<file path="src/rtl/game_pkg.sv">
// Shared key constants, PS/2 prefix bytes and decoder state type for the
// keyboard front end and the motion engine.
package game_pkg;

  localparam logic [7:0] KEY_UP    = 8'h75;
  localparam logic [7:0] KEY_DOWN  = 8'h72;
  localparam logic [7:0] KEY_LEFT  = 8'h6B;
  localparam logic [7:0] KEY_RIGHT = 8'h74;
  localparam logic [7:0] KEY_NONE  = 8'h00;

  localparam logic [7:0] PS2_EXT = 8'hE0;
  localparam logic [7:0] PS2_BRK = 8'hF0;

  typedef enum logic [1:0] {D_IDLE, D_EXT, D_BRK, D_EXT_BRK} dec_state_e;
  typedef enum logic [1:0] {DIR_NONE, DIR_DOWN, DIR_LEFT, DIR_RIGHT} dir_e;

  // One-hot in the held layout {up, down, left, right}; zero for non-arrows.
  function automatic logic [3:0] arrowMask(input logic [7:0] code);
    case (code)
      KEY_UP:    return 4'b1000;
      KEY_DOWN:  return 4'b0100;
      KEY_LEFT:  return 4'b0010;
      KEY_RIGHT: return 4'b0001;
      default:   return 4'b0000;
    endcase
  endfunction

  function automatic dir_e dirOf(input logic [3:0] mask);
    case (mask)
      4'b0100: return DIR_DOWN;
      4'b0010: return DIR_LEFT;
      4'b0001: return DIR_RIGHT;
      default: return DIR_NONE;
    endcase
  endfunction

  function automatic logic [3:0] dirMask(input dir_e dir);
    case (dir)
      DIR_DOWN:  return 4'b0100;
      DIR_LEFT:  return 4'b0010;
      DIR_RIGHT: return 4'b0001;
      default:   return 4'b0000;
    endcase
  endfunction

  function automatic logic [7:0] dirCode(input dir_e dir);
    case (dir)
      DIR_DOWN:  return KEY_DOWN;
      DIR_LEFT:  return KEY_LEFT;
      DIR_RIGHT: return KEY_RIGHT;
      default:   return KEY_NONE;
    endcase
  endfunction

  // Highest-priority still-held direction: right > left > down.
  function automatic dir_e pickFallback(input logic [3:0] heldMask);
    if (heldMask[0]) return DIR_RIGHT;
    if (heldMask[1]) return DIR_LEFT;
    if (heldMask[2]) return DIR_DOWN;
    return DIR_NONE;
  endfunction

endpackage

</file>
<file path="src/rtl/tick_divider.sv">
// Free-running divider producing a registered one-cycle pulse every DIV cycles;
// the first pulse follows the DIV-th clock edge after reset release.
module tick_divider #(
  parameter int DIV = 1000000
) (
  input  logic clk_i,
  input  logic rst_i,
  output logic tick_o
);

  localparam int W = (DIV > 1) ? $clog2(DIV) : 1;
  localparam logic [W-1:0] LAST = W'(DIV - 1);

  logic [W-1:0] cnt_q;
  logic         tick_q;

  always_ff @(posedge clk_i or posedge rst_i) begin
    if (rst_i) begin
      cnt_q  <= '0;
      tick_q <= 1'b0;
    end else if (cnt_q == LAST) begin
      cnt_q  <= '0;
      tick_q <= 1'b1;
    end else begin
      cnt_q  <= cnt_q + W'(1);
      tick_q <= 1'b0;
    end
  end

  assign tick_o = tick_q;

endmodule

</file>
<file path="src/rtl/move_cmd_scheduler.sv">
// Decodes PS/2 arrow make/break sequences, tracks held keys and arbitrates a
// single registered keycode for the motion engine, with a tick-limited jump.
module move_cmd_scheduler
  import game_pkg::*;
#(
  parameter int TICK_DIV       = 1000000,
  parameter int PREFIX_TIMEOUT = 50000,
  parameter int JUMP_TICKS     = 8
) (
  input  logic       clk,
  input  logic       rst,
  input  logic       scan_valid,
  input  logic [7:0] scan_code,
  output logic [7:0] keycode,
  output logic [3:0] held,
  output logic       jump_active,
  output logic       frame_tick
);

  localparam int TW = (PREFIX_TIMEOUT > 1) ? $clog2(PREFIX_TIMEOUT) : 1;
  localparam int JW = $clog2(JUMP_TICKS + 1);
  localparam logic [TW-1:0] TO_LAST   = TW'(PREFIX_TIMEOUT - 1);
  localparam logic [JW-1:0] JUMP_LOAD = JW'(JUMP_TICKS);

  dec_state_e    state_q, state_d;
  logic [TW-1:0] toCnt_q, toCnt_d;
  logic [3:0]    held_q, held_d;
  dir_e          lastDir_q, lastDir_d;
  logic          armed_q, armed_d;
  logic [JW-1:0] jumpCnt_q, jumpCnt_d;
  logic [7:0]    keycode_q, keycode_d;
  logic [3:0]    mask;
  logic          makeEv, breakEv;

  tick_divider #(.DIV(TICK_DIV)) uTickDiv (
    .clk_i  (clk),
    .rst_i  (rst),
    .tick_o (frame_tick)
  );

  always_ff @(posedge clk or posedge rst) begin
    if (rst) begin
      state_q <= D_IDLE;
      toCnt_q <= '0;
    end else begin
      state_q <= state_d;
      toCnt_q <= toCnt_d;
    end
  end

  // Prefix decoder; a stalled prefix is abandoned after PREFIX_TIMEOUT idle cycles.
  always_comb begin
    state_d = state_q;
    toCnt_d = toCnt_q;
    makeEv  = 1'b0;
    breakEv = 1'b0;
    mask    = arrowMask(scan_code);
    if (scan_valid) begin
      toCnt_d = '0;
      unique case (state_q)
        D_IDLE: begin
          if (scan_code == PS2_EXT)      state_d = D_EXT;
          else if (scan_code == PS2_BRK) state_d = D_BRK;
        end
        D_EXT: begin
          if (scan_code == PS2_BRK) begin
            state_d = D_EXT_BRK;
          end else begin
            state_d = D_IDLE;
            makeEv  = (mask != 4'b0000);
          end
        end
        D_EXT_BRK: begin
          state_d = D_IDLE;
          breakEv = (mask != 4'b0000);
        end
        D_BRK:   state_d = D_IDLE;
        default: state_d = D_IDLE;
      endcase
    end else if (state_q != D_IDLE) begin
      if (toCnt_q == TO_LAST) begin
        state_d = D_IDLE;
        toCnt_d = '0;
      end else begin
        toCnt_d = toCnt_q + TW'(1);
      end
    end else begin
      toCnt_d = '0;
    end
  end

  // Tick decrement is applied first so a fresh up press can override it.
  always_comb begin
    held_d    = held_q;
    lastDir_d = lastDir_q;
    armed_d   = armed_q;
    jumpCnt_d = jumpCnt_q;
    if (frame_tick && armed_q) begin
      jumpCnt_d = (jumpCnt_q == '0) ? '0 : jumpCnt_q - JW'(1);
      if (jumpCnt_q <= JW'(1)) armed_d = 1'b0;
    end
    if (makeEv) begin
      held_d = held_q | mask;
      if (mask[3]) begin
        if (!held_q[3]) begin
          armed_d   = 1'b1;
          jumpCnt_d = JUMP_LOAD;
        end
      end else begin
        lastDir_d = dirOf(mask);
      end
    end
    if (breakEv) begin
      held_d = held_q & ~mask;
      if (mask[3]) begin
        armed_d   = 1'b0;
        jumpCnt_d = '0;
      end else if (dirOf(mask) == lastDir_q) begin
        lastDir_d = pickFallback(held_d);
      end
    end
    if (armed_d)                                keycode_d = KEY_UP;
    else if ((held_d & dirMask(lastDir_d)) != 0) keycode_d = dirCode(lastDir_d);
    else                                        keycode_d = KEY_NONE;
  end

  always_ff @(posedge clk or posedge rst) begin
    if (rst) begin
      held_q    <= '0;
      lastDir_q <= DIR_NONE;
      armed_q   <= 1'b0;
      jumpCnt_q <= '0;
      keycode_q <= KEY_NONE;
    end else begin
      held_q    <= held_d;
      lastDir_q <= lastDir_d;
      armed_q   <= armed_d;
      jumpCnt_q <= jumpCnt_d;
      keycode_q <= keycode_d;
    end
  end

  assign keycode     = keycode_q;
  assign held        = held_q;
  assign jump_active = armed_q;

endmodule

</file>
<file path="config.mk">
export PLATFORM = sky130hd
export DESIGN_NAME = move_cmd_scheduler
export DESIGN_NICKNAME = d
export VERILOG_FILES = /design/src/rtl/game_pkg.sv /design/src/rtl/tick_divider.sv /design/src/rtl/move_cmd_scheduler.sv
export SDC_FILE = /design/constraint.sdc
export NUM_CORES = 1
export LEC_CHECK = 0
export ABC_AREA = 0
export ABC_CLOCK_PERIOD_IN_PS = 2900
export CORE_AREA = 2 2 90 92
export DETAILED_ROUTE_END_ITERATION = 10
export DIE_AREA = 0 0 92 94
export SKIP_LAST_GASP = 1
export SYNTH_ARGS = -nofsm -noshare
export SYNTH_HDL_FRONTEND = slang
export SYNTH_HIERARCHICAL = 1
export SYNTH_SLANG_ARGS = --single-unit
</file>
<file path="constraint.sdc">
create_clock -name clk -period 2.9 [get_ports clk]
set_input_delay 0.435 -clock clk [delete_from_list [all_inputs] [get_ports clk]]
set_output_delay 0.435 -clock clk [all_outputs]
set_load 0.05 [all_outputs]
</file>
* After elaboration in Yosys (flattened, before gate mapping)
Cells that the tools add are included.
** Storage, ports and cells
- Output and inout bits :: 14
- Bits in read-only memories :: 0
- Word-level logic and storage cells :: 114
- Register bits :: 58
- Memories :: 0
- Input port bits :: 11
- Bits in latches :: 0
- Memory bits (writable) :: 0
** Operators by class
- Bitwise operators :: 4
- $lt $le $gt $ge :: 1
- Eq/ne operators :: 19
- Div/mod/pow operators :: 0
- Multiplexer cells :: 68
- Add/subtract/negate cells :: 3
- Shifts and indexed selects :: 0
- Reduce and logical (&&, ||, !) cells :: 10
- Multiply operators :: 0
** Operators with widths (count)
- 16-bit 2-to-1 mux :: 3
- 4-bit 2-to-1 mux :: 10
- 2-bit 2-to-1 mux :: 19
- 8-bit by 7-bit equality test with 1-bit output, second input constant :: 4
- 32-bit nonzero test :: 1
- 1-bit 2-to-1 mux :: 28
- 7-bit one-hot mux with 3 select lines :: 1
- 20-bit by 1-bit adder with 20-bit output, second input constant :: 1
- 20-bit equality test, second input constant :: 1
- 20-bit 2-to-1 mux :: 1
- 16-bit by 1-bit adder with 16-bit output, second input constant :: 1
- 16-bit equality test, second input constant :: 1
- 8-bit equality test, second input constant :: 2
- 8-bit 2-to-1 mux :: 2
- 4-bit one-hot mux with 4 select lines :: 1
- 2-bit one-hot mux with 3 select lines :: 2
- 3-bit one-hot mux with 3 select lines :: 1
- 4-bit bitwise AND :: 2
- 2-bit equality test, second input constant :: 4
- 2-bit nonzero test :: 3
- 2-bit by 1-bit equality test with 1-bit output, second input constant :: 2
- 4-bit by 1-bit equality test with 1-bit output, second input constant :: 1
- 4-bit by 2-bit equality test with 1-bit output, second input constant :: 1
- 4-bit by 3-bit equality test with 1-bit output, second input constant :: 1
- 12 further kinds :: 12

* Longest topological paths before layout
- Word-level depth :: 32
- Gate-level depth with buffers :: 11

* Modules after synthesis
Netlist, hierarchy kept.
** By module, submodules not included
- move_cmd_scheduler :: sequential area each 875.8 um^2, area each 2010.7 um^2, cells an instance 206, instances 1
- tick_divider :: sequential area each 525.5 um^2, area each 997.2 um^2, cells an instance 97, instances 1

* Worst setup path after synthesis
Ideal clock, no wire load.
- Path type :: input to register
- Start point :: in scan_code[2]
- End point :: reg keycode_q[0] (netlist: keycode[0])
- Stages :: 10
- Data arrival time :: 2.484 ns
- Library setup time :: 0.133 ns
- Buffers on the path :: 1
- Path slack :: 0.283 ns
- Path through :: and4bb_1 -> buf_6 -> o21ai_2 -> o41a_1 -> mux2_4 -> ha_1 -> nand3_1 -> a21oi_1 -> a2111oi_4 -> o21bai_1
** On the way
- Longest elaborated chain between the ends :: 23
** RTL lines
- from (decl) :: line move_cmd_scheduler.sv:13 : input logic [7:0] scan_code,
- 8-bit by 7-bit equality test with 1-bit output :: line game_pkg.sv:19 : case (code)
- 4-bit one-hot mux with 4 select lines :: line game_pkg.sv:19
- 4-bit inverter :: line move_cmd_scheduler.sv:114 : held_d = held_q & ~mask;
- 4-bit bitwise AND :: line move_cmd_scheduler.sv:114
- 1-bit 2-to-1 mux (2 in a row) :: line game_pkg.sv:59 : if (heldMask[2]) return DIR_DOWN;
- 1-bit 2-to-1 mux :: line game_pkg.sv:58 : if (heldMask[1]) return DIR_LEFT;
- 1-bit 2-to-1 mux :: line move_cmd_scheduler.sv:118 : end else if (dirOf(mask) == lastDir_q) begin
- 1-bit 2-to-1 mux :: line move_cmd_scheduler.sv:115 : if (mask[3]) begin
- [7 not listed]
- via lastDir_d[1] :: line move_cmd_scheduler.sv:28 : dir_e lastDir_q, lastDir_d;
- 2-bit equality test or 2-bit by 1-bit equality test with 1-bit output (tied branches) :: line game_pkg.sv:38, game_pkg.sv:47
- 3-bit one-hot mux with 3 select lines :: line game_pkg.sv:38 : case (dir)
- 4-bit 2-to-1 mux :: line move_cmd_scheduler.sv:122 : if (armed_d) keycode_d = KEY_UP;
- 4-bit bitwise AND :: line move_cmd_scheduler.sv:123 : else if ((held_d & dirMask(lastDir_d)) != 0) keycode_d = dirCode(lastDir_d);
- 32-bit nonzero test :: line move_cmd_scheduler.sv:123
- 8-bit 2-to-1 mux * :: line move_cmd_scheduler.sv:123
- 8-bit 2-to-1 mux * :: line move_cmd_scheduler.sv:122
- via keycode_d[0] :: line move_cmd_scheduler.sv:31 : logic [7:0] keycode_q, keycode_d;
- to (signal assigned) :: line move_cmd_scheduler.sv:139 : keycode_q <= keycode_d;
- to (decl) :: line move_cmd_scheduler.sv:31
Mark *: on every way through the listed nets, which the timed path passes. The rest lies on a longest branch. The select of a mux whose other input is x is not followed.
A chain may end at the register's enable or synchronous reset.

* Worst setup path in the final report
- Start point :: in scan_code[6]
- End point :: reg keycode_q[4] (netlist: keycode[4])
** On the way
- Longest elaborated chain between the ends :: 23
** RTL lines (line)
- 8-bit by 7-bit equality test with 1-bit output :: game_pkg.sv:19
- 4-bit one-hot mux with 4 select lines :: game_pkg.sv:19
- 4-bit inverter :: move_cmd_scheduler.sv:114
- 4-bit bitwise AND :: move_cmd_scheduler.sv:114
- 1-bit 2-to-1 mux (2 in a row) :: game_pkg.sv:59
- 1-bit 2-to-1 mux :: game_pkg.sv:58
- 1-bit 2-to-1 mux :: move_cmd_scheduler.sv:118
- 1-bit 2-to-1 mux :: move_cmd_scheduler.sv:115
- [7 not listed]
- 2-bit equality test or 2-bit by 1-bit equality test with 1-bit output (tied branches) :: game_pkg.sv:38, game_pkg.sv:47
- 3-bit one-hot mux with 3 select lines :: game_pkg.sv:38
- 4-bit 2-to-1 mux :: move_cmd_scheduler.sv:122
- 4-bit bitwise AND :: move_cmd_scheduler.sv:123
- 32-bit nonzero test :: move_cmd_scheduler.sv:123
- 8-bit 2-to-1 mux :: move_cmd_scheduler.sv:123
- 8-bit 2-to-1 mux * :: move_cmd_scheduler.sv:122
- via keycode_d[4] :: move_cmd_scheduler.sv:31
Marked as above.

==> metrics.csv <==
metric,value,unit
outcome,completed,
period_needed,2.88,ns
track_usage,15.0,%
ys_seq_elements,56,
clk_latency,0.30,ns
drt_iter0_drc,75,
synth_top_area_share,46.6,%
maxCapViolCount,0,
cts.path.max_buffers,2,
rows,32,
drc,0,
clkPwrFrac,32.2,%
power_frac_comb,6.4,%
clk_pin_slew,0.09,ns
finalHoldViolCount,0,
p_int,986,uW
drt-vias-per-instance,5.18,
synth_area,3010,um^2
setup_viol,0,
wire_per_inst,13.6,um
wirelength,6280,um
p_leak,0.00156,uW
yosysSeqAreaShare,46.6,%
cts_made_buffers,5,
arrival,3.10,ns
p_total,1270,uW
ios,25,
end_kind,flip-flop,
tightest_slew,1.06,ns
cts_root_buf,clkbuf_8,
max_slew_margin,28.7,%
hpwl,4610,um
postRouteAntennaNets,0,
path_class,input port to flip-flop,
slew_viol_final,0,
core_area,7610,um^2
rsz0062_at_grt,yes,
cp_max_fo,6,
yosys-top-cells-area,"dfrtp_1 (47%), xor2_1 (4.7%), nor2_1 (4.1%)",
gp_congestion,0.868,
fin_hold_ws,0.460,ns
start_util,39.5,%
io_buffers,23,
synth_cell_types,63,
dp_cells,452,
overflow,0,
fp.dieH,94,um
avgSynthCellArea,9.93,um^2
antenna_cells,0,
die_w,92,um
hold_path.class,flip-flop to flip-flop,
seq_power_share,61.5,%
clock_skew,0.00701,ns
synth-edff-count,0,
cts_num_sinks,56,
power.switching,284,uW
grt_first_pass_wirelength,10700,um
ir_drop,0.202,mV
required,3.12,ns
synth-main-ff-cell,dfrtp_1,
fmax,347,MHz
netlist_instances,303,
vias,2391,
nNetsFinal,377,
cts.htree.levels,2,
fin_crit_sh,99.2,%
utilization,48.7,%
fin_cells,462,
grt_max_degree,36,
die_area,8650,um^2
powerDensity,343,nW/um^2
cp-start-kind,input port,
firstDrtPassIters,4,
drive_gt1_share,18.1,%
cts.hold.buffers_added,0,
grt_pass1_vias,2330,
switching_share,22.4,%
antenna_found_initial,0,
synth_common_cells,"dfrtp_1 (56), nor2_1 (33), nand2_1 (25)",
fin_setup_tns,0,ns
yosysWarnings,6,
yosysTopAreaCell,dfrtp_1,
area_growth,23.1,%
synth_nets,320,
async_reset_ff_share,100,%
yosys.cell_count.top_type,dfrtp_1,
cts_tree,built,
[power groups by stage]
stage	clock [uW]	sequential [uW]	combinational (uW)
floorplan	0	796	34.5
global placement	0	796	82.1
detailed placement	0	796	81.8
CTS	428	781	82.6
global route	452	781	89.6
finish	409	781	80.9
[through the flow]
| step | worst slack [ns] | cell area [um^2] |
|---|---|---|
| 6_report | 0.0222 | 3700 |
| 5_1_grt | -0.0553 | 3700 |
| 3_3_place_gp | -0.307 | 3560 |
| 3_5_place_dp | -0.400 | 3560 |
| 4_1_cts | 0.00382 | 3650 |
| 2_1_floorplan | 0.283 | 3010 |
[worst paths after layout]
kind / to / from / cells past startpoint / slack [ns]
setup / recovery: keycode[4] / scan_code[6] / 13 / 0.02
hold / removal: toCnt_q[0] / toCnt_q[0] / 1 / 0.46
setup reg to reg: keycode[4] / lastDir_q[1] / 10 / 0.30
hold reg to reg: toCnt_q[0] / toCnt_q[0] / 1 / 0.46
max in group asynchronous: uTickDiv/cnt_q[13] / rst / 2 / 1.77
min in group asynchronous: toCnt_q[11] / rst / 3 / 0.57
[final cells by class]
class                           count  area [um^2]
Inverter                           11         41.3
Clock inverter                      1         8.76
Tap cell                          102          128
Multi-Input combinational cell    223         1510
Timing Repair Buffer               63          546
Sequential cell                    56         1400
Clock buffer                        6         72.6
Fill cell                         760         3900
[sequential cells by signal (all words and copies together) (netlist names)]
| signal | flops |
|---|---|
| held | 4 |
| jumpCnt_q | 4 |
| jump_active | 1 |
| keycode | 6 |
| lastDir_q | 2 |
| state_q | 2 |
| toCnt_q | 16 |
| uTickDiv/cnt_q | 20 |
| uTickDiv/tick_o | 1 |
[per-layer routing]
| layer | global-route usage [%] | wire length, um | vias to the layer above |
|---|---|---|---|
| li1 | - | - | 1188 |
| met1 | 19.3 | 2910 | 1159 |
| met2 | 26.2 | 3100 | 33 |
| met3 | 2.09 | 154 | 11 |
| met4 | 4.98 | 112 | 0 |
| met5 | 0 | 0 | - |
[worst max-delay path, stage by stage]
cell	delay (ns)
clkdlybuf4s50_1	0.42
and3b_2	0.26
buf_4	0.16
a31o_1	0.22
a32o_1	0.27
o22ai_2	0.21
buf_4	0.16
ha_1	0.15
inv_1	0.07
a311oi_2	0.35
a2111oi_4	0.07
buf_4	0.17
o21bai_1	0.15
[cell families (layout without fill, tap and decap cells)]
| kind of cell | count (synthesis) | count (layout) | share of synthesized area (%) |
|---|---|---|---|
| multiplexers | 3 | 3 | 1.21 |
| other | 1 | 1 | 0.125 |
| flip-flops | 56 | 56 | 46.6 |
| AO/OA/AOI/OAI | 45 | 45 | 11.7 |
| adder cells (fa/ha/maj) | 6 | 6 | 2.50 |
| XOR/XNOR | 28 | 28 | 8.15 |
| buffers and inverters | 24 | 81 | 4.08 |
| AND/OR/NAND/NOR | 140 | 140 | 25.7 |
[placed cells by master (no fill, tap or decap), types with 3 or more instances in the layout]
master / n
o21ai_0: 5
buf_4: 40
or4_1: 3
a21oi_1: 10
nand3_1: 17
xnor2_1: 12
or3_1: 3
o31ai_1: 5
nor2_1: 33
ha_1: 5
clkbuf_8: 5
dlymetal6s2s_1: 6
xor2_1: 16
nor4_1: 3
clkdlybuf4s50_1: 17
dfrtp_1: 56
nand2_1: 25
and3_1: 8
nor3_1: 9
nand4_1: 11
nor2b_1: 4
inv_1: 10
o21bai_1: 4
[what timing repair did]
action,CTS,global route
setup buffers,1,3
pin swaps,2,8
endpoints found under the setup margin,6,6
resized for setup,1,13
No activity file was read; power rests on OpenSTA's default activity.
